--- src/rtl/rl_pair_scheduler_pkg.sv ---
// Shared constants for the pair scheduler: FSM state encoding
// and the default position-BRAM address width.
package rl_pair_scheduler_pkg;

    localparam int ADDR_WIDTH_DEF = 9;

    typedef logic [1:0] state_t;

    localparam logic [1:0] S_IDLE  = 2'b00;
    localparam logic [1:0] S_ISSUE = 2'b01;
    localparam logic [1:0] S_DRAIN = 2'b10;
    localparam logic [1:0] S_DONE  = 2'b11;

endpackage

--- src/rtl/rl_pair_scheduler_if.sv ---
// Control/status bundle of the pair scheduler.
// master: sweep controller (start/abort/stall/bounds in, status out)
// slave : rl_pair_scheduler (drives addresses, rden, r2_enable, status)
interface rl_pair_scheduler_if
    import rl_pair_scheduler_pkg::*;
#(
    parameter int ADDR_WIDTH = ADDR_WIDTH_DEF,
    parameter int CNT_WIDTH  = 2 * ADDR_WIDTH
);

    logic                  start;
    logic                  abort;
    logic                  stall;
    logic [ADDR_WIDTH-1:0] home_last;
    logic [ADDR_WIDTH-1:0] neighbor_last;
    logic [ADDR_WIDTH-1:0] home_rdaddr;
    logic [ADDR_WIDTH-1:0] neighbor_rdaddr;
    logic                  rden;
    logic                  r2_enable;
    logic                  busy;
    logic                  done;
    logic [CNT_WIDTH-1:0]  pair_count;

    modport master (
        output start, abort, stall, home_last, neighbor_last,
        input  home_rdaddr, neighbor_rdaddr, rden, r2_enable,
        input  busy, done, pair_count
    );

    modport slave (
        input  start, abort, stall, home_last, neighbor_last,
        output home_rdaddr, neighbor_rdaddr, rden, r2_enable,
        output busy, done, pair_count
    );

endinterface

--- src/rtl/rl_pair_addr_gen.sv ---
// Nested home/neighbor address counters (neighbor inner) with
// latched bounds, last-pair and self-pair detection.
// Ports: clk, rst (async active-low), clr_i (latch bounds, zero
// addresses), adv_i (step one pair), *_last_i bounds, home_o/nb_o
// addresses, last_o (at final pair), self_o (home == neighbor).
module rl_pair_addr_gen
    import rl_pair_scheduler_pkg::*;
#(
    parameter int ADDR_WIDTH = ADDR_WIDTH_DEF
) (
    input  logic                  clk,
    input  logic                  rst,
    input  logic                  clr_i,
    input  logic                  adv_i,
    input  logic [ADDR_WIDTH-1:0] home_last_i,
    input  logic [ADDR_WIDTH-1:0] nb_last_i,
    output logic [ADDR_WIDTH-1:0] home_o,
    output logic [ADDR_WIDTH-1:0] nb_o,
    output logic                  last_o,
    output logic                  self_o
);

    localparam logic [ADDR_WIDTH-1:0] ONE = {{(ADDR_WIDTH-1){1'b0}}, 1'b1};

    logic [ADDR_WIDTH-1:0] home_q, home_d;
    logic [ADDR_WIDTH-1:0] nb_q, nb_d;
    logic [ADDR_WIDTH-1:0] home_last_q, home_last_d;
    logic [ADDR_WIDTH-1:0] nb_last_q, nb_last_d;

    assign last_o = (home_q == home_last_q) && (nb_q == nb_last_q);
    assign self_o = (home_q == nb_q);
    assign home_o = home_q;
    assign nb_o   = nb_q;

    always_comb begin
        home_d      = home_q;
        nb_d        = nb_q;
        home_last_d = home_last_q;
        nb_last_d   = nb_last_q;
        if (clr_i) begin
            home_last_d = home_last_i;
            nb_last_d   = nb_last_i;
            home_d      = '0;
            nb_d        = '0;
        end else if (adv_i) begin
            // final pair returns both counters to 0
            if (last_o) begin
                home_d = '0;
                nb_d   = '0;
            end else if (nb_q == nb_last_q) begin
                nb_d   = '0;
                home_d = home_q + ONE;
            end else begin
                nb_d = nb_q + ONE;
            end
        end
    end

    always_ff @(posedge clk or negedge rst) begin
        if (!rst) begin
            home_q      <= '0;
            nb_q        <= '0;
            home_last_q <= '0;
            nb_last_q   <= '0;
        end else begin
            home_q      <= home_d;
            nb_q        <= nb_d;
            home_last_q <= home_last_d;
            nb_last_q   <= nb_last_d;
        end
    end

endmodule

--- src/rtl/rl_pair_scheduler.sv ---
// Issues every (home, neighbor) position pair once per sweep, with
// stall/abort, one-cycle drain for the r2 stage and a done pulse.
// Ports: clk, rst (async active-low), bus (rl_pair_scheduler_if.slave).
// Option: define RL_SKIP_SELF_PAIR_EN to suppress home==neighbor pairs.
module rl_pair_scheduler
    import rl_pair_scheduler_pkg::*;
#(
    parameter int ADDR_WIDTH = ADDR_WIDTH_DEF,
    parameter int CNT_WIDTH  = 2 * ADDR_WIDTH
) (
    input logic                   clk,
    input logic                   rst,
    rl_pair_scheduler_if.slave    bus
);

    localparam logic [CNT_WIDTH-1:0] CNT_ONE = {{(CNT_WIDTH-1){1'b0}}, 1'b1};

    logic [1:0]           state_q, state_d;
    logic [CNT_WIDTH-1:0] cnt_q, cnt_d;
    logic                 r2_q;

    logic                  clr;
    logic                  adv;
    logic                  skip;
    logic                  rden;
    logic                  last;
    logic                  self_pair;
    logic [ADDR_WIDTH-1:0] home_addr;
    logic [ADDR_WIDTH-1:0] nb_addr;

    assign clr = (state_q == S_IDLE) && bus.start;
    // abort cancels the step too, so addresses and count freeze
    assign adv = (state_q == S_ISSUE) && !bus.stall && !bus.abort;

`ifdef RL_SKIP_SELF_PAIR_EN
    assign skip = self_pair;
`else
    assign skip = 1'b0;
`endif

    assign rden = adv && !skip;

    rl_pair_addr_gen #(
        .ADDR_WIDTH (ADDR_WIDTH)
    ) u_addr_gen (
        .clk         (clk),
        .rst         (rst),
        .clr_i       (clr),
        .adv_i       (adv),
        .home_last_i (bus.home_last),
        .nb_last_i   (bus.neighbor_last),
        .home_o      (home_addr),
        .nb_o        (nb_addr),
        .last_o      (last),
        .self_o      (self_pair)
    );

    always_comb begin
        state_d = state_q;
        unique case (state_q)
            S_IDLE:  if (bus.start) state_d = S_ISSUE;
            S_ISSUE: begin
                if (bus.abort)
                    state_d = S_IDLE;
                else if (!bus.stall && last)
                    state_d = S_DRAIN;
            end
            S_DRAIN: state_d = bus.abort ? S_IDLE : S_DONE;
            S_DONE:  state_d = S_IDLE;
            default: state_d = S_IDLE;
        endcase
    end

    always_comb begin
        cnt_d = cnt_q;
        if (clr)
            cnt_d = '0;
        else if (rden)
            cnt_d = cnt_q + CNT_ONE;
    end

    always_ff @(posedge clk or negedge rst) begin
        if (!rst) begin
            state_q <= S_IDLE;
            cnt_q   <= '0;
            r2_q    <= 1'b0;
        end else begin
            state_q <= state_d;
            cnt_q   <= cnt_d;
            r2_q    <= rden;
        end
    end

    assign bus.home_rdaddr     = home_addr;
    assign bus.neighbor_rdaddr = nb_addr;
    assign bus.rden            = rden;
    assign bus.r2_enable       = r2_q;
    assign bus.busy            = (state_q != S_IDLE);
    assign bus.done            = (state_q == S_DONE);
    assign bus.pair_count      = cnt_q;

endmodule

--- src/flat_wrapper.sv ---
// flat-port wrapper written by rule: the top's interface ports become plain ports
module rl_pair_scheduler_flat import rl_pair_scheduler_pkg::*;
#(
    parameter int ADDR_WIDTH = ADDR_WIDTH_DEF,
    parameter int CNT_WIDTH  = 2 * ADDR_WIDTH
)
  (clk, rst, bus_start, bus_abort, bus_stall, bus_home_last, bus_neighbor_last, bus_home_rdaddr, bus_neighbor_rdaddr, bus_rden, bus_r2_enable, bus_busy, bus_done, bus_pair_count);
  rl_pair_scheduler_if #(.ADDR_WIDTH(ADDR_WIDTH), .CNT_WIDTH(CNT_WIDTH)) bus_i ();
  input logic clk;
  input logic rst;
  input wire logic [$bits(bus_i.start)-1:0] bus_start;
  input wire logic [$bits(bus_i.abort)-1:0] bus_abort;
  input wire logic [$bits(bus_i.stall)-1:0] bus_stall;
  input wire logic [$bits(bus_i.home_last)-1:0] bus_home_last;
  input wire logic [$bits(bus_i.neighbor_last)-1:0] bus_neighbor_last;
  output wire logic [$bits(bus_i.home_rdaddr)-1:0] bus_home_rdaddr;
  output wire logic [$bits(bus_i.neighbor_rdaddr)-1:0] bus_neighbor_rdaddr;
  output wire logic [$bits(bus_i.rden)-1:0] bus_rden;
  output wire logic [$bits(bus_i.r2_enable)-1:0] bus_r2_enable;
  output wire logic [$bits(bus_i.busy)-1:0] bus_busy;
  output wire logic [$bits(bus_i.done)-1:0] bus_done;
  output wire logic [$bits(bus_i.pair_count)-1:0] bus_pair_count;
  assign bus_i.start = bus_start;
  assign bus_i.abort = bus_abort;
  assign bus_i.stall = bus_stall;
  assign bus_i.home_last = bus_home_last;
  assign bus_i.neighbor_last = bus_neighbor_last;
  assign bus_home_rdaddr = bus_i.home_rdaddr;
  assign bus_neighbor_rdaddr = bus_i.neighbor_rdaddr;
  assign bus_rden = bus_i.rden;
  assign bus_r2_enable = bus_i.r2_enable;
  assign bus_busy = bus_i.busy;
  assign bus_done = bus_i.done;
  assign bus_pair_count = bus_i.pair_count;
  rl_pair_scheduler #(.ADDR_WIDTH(ADDR_WIDTH), .CNT_WIDTH(CNT_WIDTH)) u_core (.clk(clk), .rst(rst), .bus(bus_i));
endmodule
--- config.mk ---
export PLATFORM = sky130hd
export DESIGN_NAME = rl_pair_scheduler_flat
export DESIGN_NICKNAME = d
export VERILOG_FILES = /design/src/rtl/rl_pair_scheduler_pkg.sv /design/src/rtl/rl_pair_scheduler_if.sv /design/src/rtl/rl_pair_addr_gen.sv /design/src/rtl/rl_pair_scheduler.sv /design/src/flat_wrapper.sv
export SDC_FILE = /design/constraint.sdc
export NUM_CORES = 1
export LEC_CHECK = 0
export CORE_MARGIN = 1
export CORE_UTILIZATION = 38
export DETAILED_ROUTE_END_ITERATION = 6
export GPL_ROUTABILITY_DRIVEN = 0
export GPL_TIMING_DRIVEN = 0
export PLACE_DENSITY = 0.65
export SLEW_MARGIN = 0
export SYNTH_ARGS = -nofsm -noshare
export SYNTH_HDL_FRONTEND = slang
export SYNTH_SLANG_ARGS = --single-unit
--- constraint.sdc ---
create_clock -name clk -period 2 [get_ports clk]
set_input_delay 0.2 -clock clk [delete_from_list [all_inputs] [get_ports clk]]
set_output_delay 0.2 -clock clk [all_outputs]
set_load 0.02 [all_outputs]
==> Flow_metrics.wiki <==
{| class="wikitable"
! Metric !! Value
|-
| Status || complete, but fails checks
|-
| Violated checks || setup timing
|-
| VDD IR max || 0.396 mV
|-
| Worst setup slack after placement || -0.468 ns
|-
| Final Hold Fails || 0
|-
| # clock sinks || 57
|-
| Total of buffers placed on input and output ports || 62
|-
| Routed length on met3 || 221 um
|-
| Synth async-reset ratio || 100%
|-
| Post-synthesis instance area || 2840 um^2
|-
| Clock Skew || 0.00664 ns
|-
| Cell count after synthesis || 270
|-
| Delay of the slowest cell on the worst path || 0.48 ns
|-
| Global-route wire length before repair || 10.4 mm
|-
| Power spent charging and discharging nets || 744 uW
|-
| Antenna violations before repair || 0
|-
| Routed wirelength normalized by instance count || 13.8 um
|-
| Number of clock buffers inserted by TritonCTS || 9
|-
| Top Ports || 63
|-
| Post-synthesis register bit count || 57
|-
| ANT cells || 0
|-
| Post-route setup TNS || -0.440 ns
|-
| Vias in the first global route || 2,119
|-
| First-pass iteration count of the detailed router || 4
|-
| Root Buffer || sky130_fd_sc_hd__clkbuf_8
|-
| Final worst-path setup slack || -0.0732 ns
|-
| Critical path cell sequence || or4b_1, buf_6, or4_4, buf_6, mux2i_1, nor4_1
|-
| Final layout net count || 374
|-
| # Max-Cap Violations || 0
|-
| Average footprint of a synthesized cell || 10.5 um^2
|-
| Sequential cell area || 1430 um^2
|-
| Final Max Tran Viols || 0
|-
| Top layer reached by signal wires || met4
|-
| Transition time of the tightest slew-check pin || 0.657 ns
|-
| Filler cell count in the final layout || 664
|-
| Total power per unit cell area || 751 nW/um^2
|-
| Path type of the worst setup path || flop to flop
|-
| Cell Rows || 31
|-
| Sequential element share of the synthesized area || 50.2%
|-
| Remaining antenna violation count || 0
|-
| Logic gate share of total power || 15.7%
|-
| Clock tree from TritonCTS || built
|-
| Most Frequent Cell on Critical Path || sky130_fd_sc_hd__buf_6
|-
| Worst endpoint data arrival time || 2.30 ns
|-
| Tmin final || 2.07 ns
|-
| Static power due to leakage || 1.62 nW
|-
| Largest fanout on the critical path || 8
|-
| GR Overflow Total || 0
|-
| Met2 wire len || 2.91 mm
|-
| Slowest cell on the critical path || sky130_fd_sc_hd__or4b_1
|-
| Maximum number of pins on one net before global-route repair || 31
|-
| Capturing element type of the critical path || flop
|-
| Via/cell ratio || 4.94
|-
| Clk Latency, worst-skew pair || 0.33 ns
|-
| Count of vias placed by the detailed router || 2,231
|-
| Area enclosed by the die boundary || 7830 um^2
|-
| Required time of the critical path || 2.22 ns
|-
| Worst-case headroom to the max-slew limit || 56.2%
|-
| Critical Path Source Type || flop
|-
| Wire length reported by the detailed router || 6.23 mm
|-
| Period Utilization, post-route || 104%
|-
| Most used cells in the layout excluding fill and tap cells || 57 x sky130_fd_sc_hd__clkdlybuf4s50_1, 57 x sky130_fd_sc_hd__dfrtp_1, 27 x sky130_fd_sc_hd__nor2_1
|-
| Part of the power in registers || 46.0%
|-
| Maximum root-to-sink buffer count || 2
|-
| Net count after synthesis || 296
|-
| Internal power component || 2.18 mW
|-
| Htree depth || 3
|-
| Part of the power in the clock network || 38.3%
|-
| EDFF count, synth || 0
|-
| Drt drc || 0
|-
| Total Power || 2.92 mW
|-
| Yosys warning count || 0
|-
| Switching part of the total || 25.5%
|-
| Area growth from synthesis to final layout || 37.0%
|-
| Clock slew at reported path FFs || 0.06 ns
|-
| Setup repair after global routing missed its margin || true
|-
| Std-Cell Core Area || 7250 um^2
|-
| Chip height || 88.5 um
|-
| Detailed placer's ending HPWL || 4.43 mm
|-
| Chip width || 88.5 um
|-
| Post-synth top flop || sky130_fd_sc_hd__dfrtp_1
|-
| Number of distinct library cells after synthesis || 40
|-
| Met1 Wirelength || 3.01 mm
|-
| Starting DRT DRC Count || 62
|-
| Initial core utilization || 39.2%
|-
| Share of final-layout standard cells stronger than drive strength 1 || 15.6%
|-
| Class of the tightest hold or removal check || input pin to flop
|-
| Area occupied by multi-input gates || 1380 um^2
|-
| # setup viols final || 15
|-
| Max Freq || 482 MHz
|-
| Total GRT Usage || 17.8%
|}
==> cell type report <==
cell class	count	area share (%)
timing repair buffer	68	17.4
inverter	9	0.868
buffer	6	1.19
multi-input combinational	197	35.4
sequential	57	36.6
clock buffer	14	4.43
tap	99	3.18
clock inverter	2	0.900
==> registers in the layout, summed over array words and instances (netlist names) <==
| name | flops |
|---|---|
| u_core.bus.pair_count | 18 |
| u_core.u_addr_gen.nb_o | 9 |
| u_core.bus.r2_enable | 1 |
| u_core.u_addr_gen.home_o | 9 |
| u_core.u_addr_gen.home_last_q | 9 |
| u_core.state_q | 2 |
| u_core.u_addr_gen.nb_last_q | 9 |
==> through the flow <==
stage | util [%] | std cells | instance area (um^2) | hold slack (ns)
after floorplan | - | 270 | 2860 | -0.0956
after global placement | 49.6 | 431 | 3600 | 0.512
after detailed placement | 49.9 | 432 | 3620 | 0.266
after CTS | 53.3 | 451 | 3870 | 0.295
after global routing | 53.7 | 452 | 3890 | 0.308
final | 53.7 | 452 | 3890 | 0.292
==> synthesized netlist by cell type (4+ instances only) <==
| library cell | n | area (um^2) |
|---|---|---|
| sky130_fd_sc_hd__a21oi_1 | 4 | 20.0 |
| sky130_fd_sc_hd__and3_1 | 5 | 31.3 |
| sky130_fd_sc_hd__clkbuf_1 | 4 | 15.0 |
| sky130_fd_sc_hd__dfrtp_1 | 57 | 1430 |
| sky130_fd_sc_hd__inv_1 | 8 | 30.0 |
| sky130_fd_sc_hd__mux2_2 | 18 | 203 |
| sky130_fd_sc_hd__mux2i_1 | 5 | 50.1 |
| sky130_fd_sc_hd__nand2_1 | 23 | 86.3 |
| sky130_fd_sc_hd__nand3_1 | 8 | 40.0 |
| sky130_fd_sc_hd__nand4_1 | 12 | 75.1 |
| sky130_fd_sc_hd__nor2_1 | 28 | 105 |
| sky130_fd_sc_hd__nor3_1 | 5 | 25.0 |
| sky130_fd_sc_hd__nor4_1 | 7 | 43.8 |
| sky130_fd_sc_hd__o21ai_0 | 8 | 40.0 |
| sky130_fd_sc_hd__or3_1 | 5 | 31.3 |
| sky130_fd_sc_hd__xnor2_1 | 21 | 184 |
| sky130_fd_sc_hd__xor2_1 | 20 | 175 |
==> power by group through the flow <==
stage / clock [mW] / sequential, mW / combinational, mW
final: 1.12 / 1.35 / 0.459
after global placement: 0 / 1.37 / 0.439
after global routing: 1.20 / 1.36 / 0.508
after CTS: 1.15 / 1.35 / 0.464
after detailed placement: 0 / 1.37 / 0.451
after floorplan: 0 / 1.37 / 0.263
==> final timing paths <==
kind / to / cells past startpoint / startpoint / slack (ns)
setup / recovery: u_core.u_addr_gen.home_o[6] / 6 / u_core.state_q[1] / -0.07
hold / removal: u_core.state_q[1] / 2 / bus_stall / 0.29
setup reg to reg: u_core.u_addr_gen.home_o[6] / 6 / u_core.state_q[1] / -0.07
hold reg to reg: u_core.u_addr_gen.home_last_q[7] / 1 / u_core.u_addr_gen.home_last_q[7] / 0.53
max in group asynchronous: u_core.u_addr_gen.home_o[3] / 3 / rst / 0.97
min in group asynchronous: u_core.bus.r2_enable / 2 / rst / 0.44
==> routing by layer <==
metal | track usage, % | vias up
met2 | 28.5 | 53
met4 | 8.06 | 0
met3 | 3.64 | 7
met1 | 23.4 | 1075
li1 | - | 1096
met5 | 0 | -
==> timing repair <==
item,4_1_cts,5_1_grt
setup endpoints to repair,45,45
setup buffers,3,1
gates resized for setup,12,7
hold buffers,1,0
pin swaps,1,4
endpoints found under the hold margin,27,0
==> logic make-up (layout without fill, tap and decap cells) <==
kind of cell	after synthesis	after routing	share of synthesized area, %
and+or+nand+nor	108	108	19.7
DFF	57	57	50.2
buffers and inverters	16	99	2.46
xor gates and xnor gates	41	41	12.6
AOI/OAI and AO/OA	22	22	4.80
adders and majority gates	3	3	1.32
muxes	23	23	8.89
==> worst max-delay path, delay by kind of cell (launching register included) <==
kind	cells	cell delay (ns)
and+or+nand+nor	3	1.14
DFF	1	0.39
buffers and inverters	2	0.31
muxes	1	0.12
Note: power is estimated with default switching activity, not from simulation.
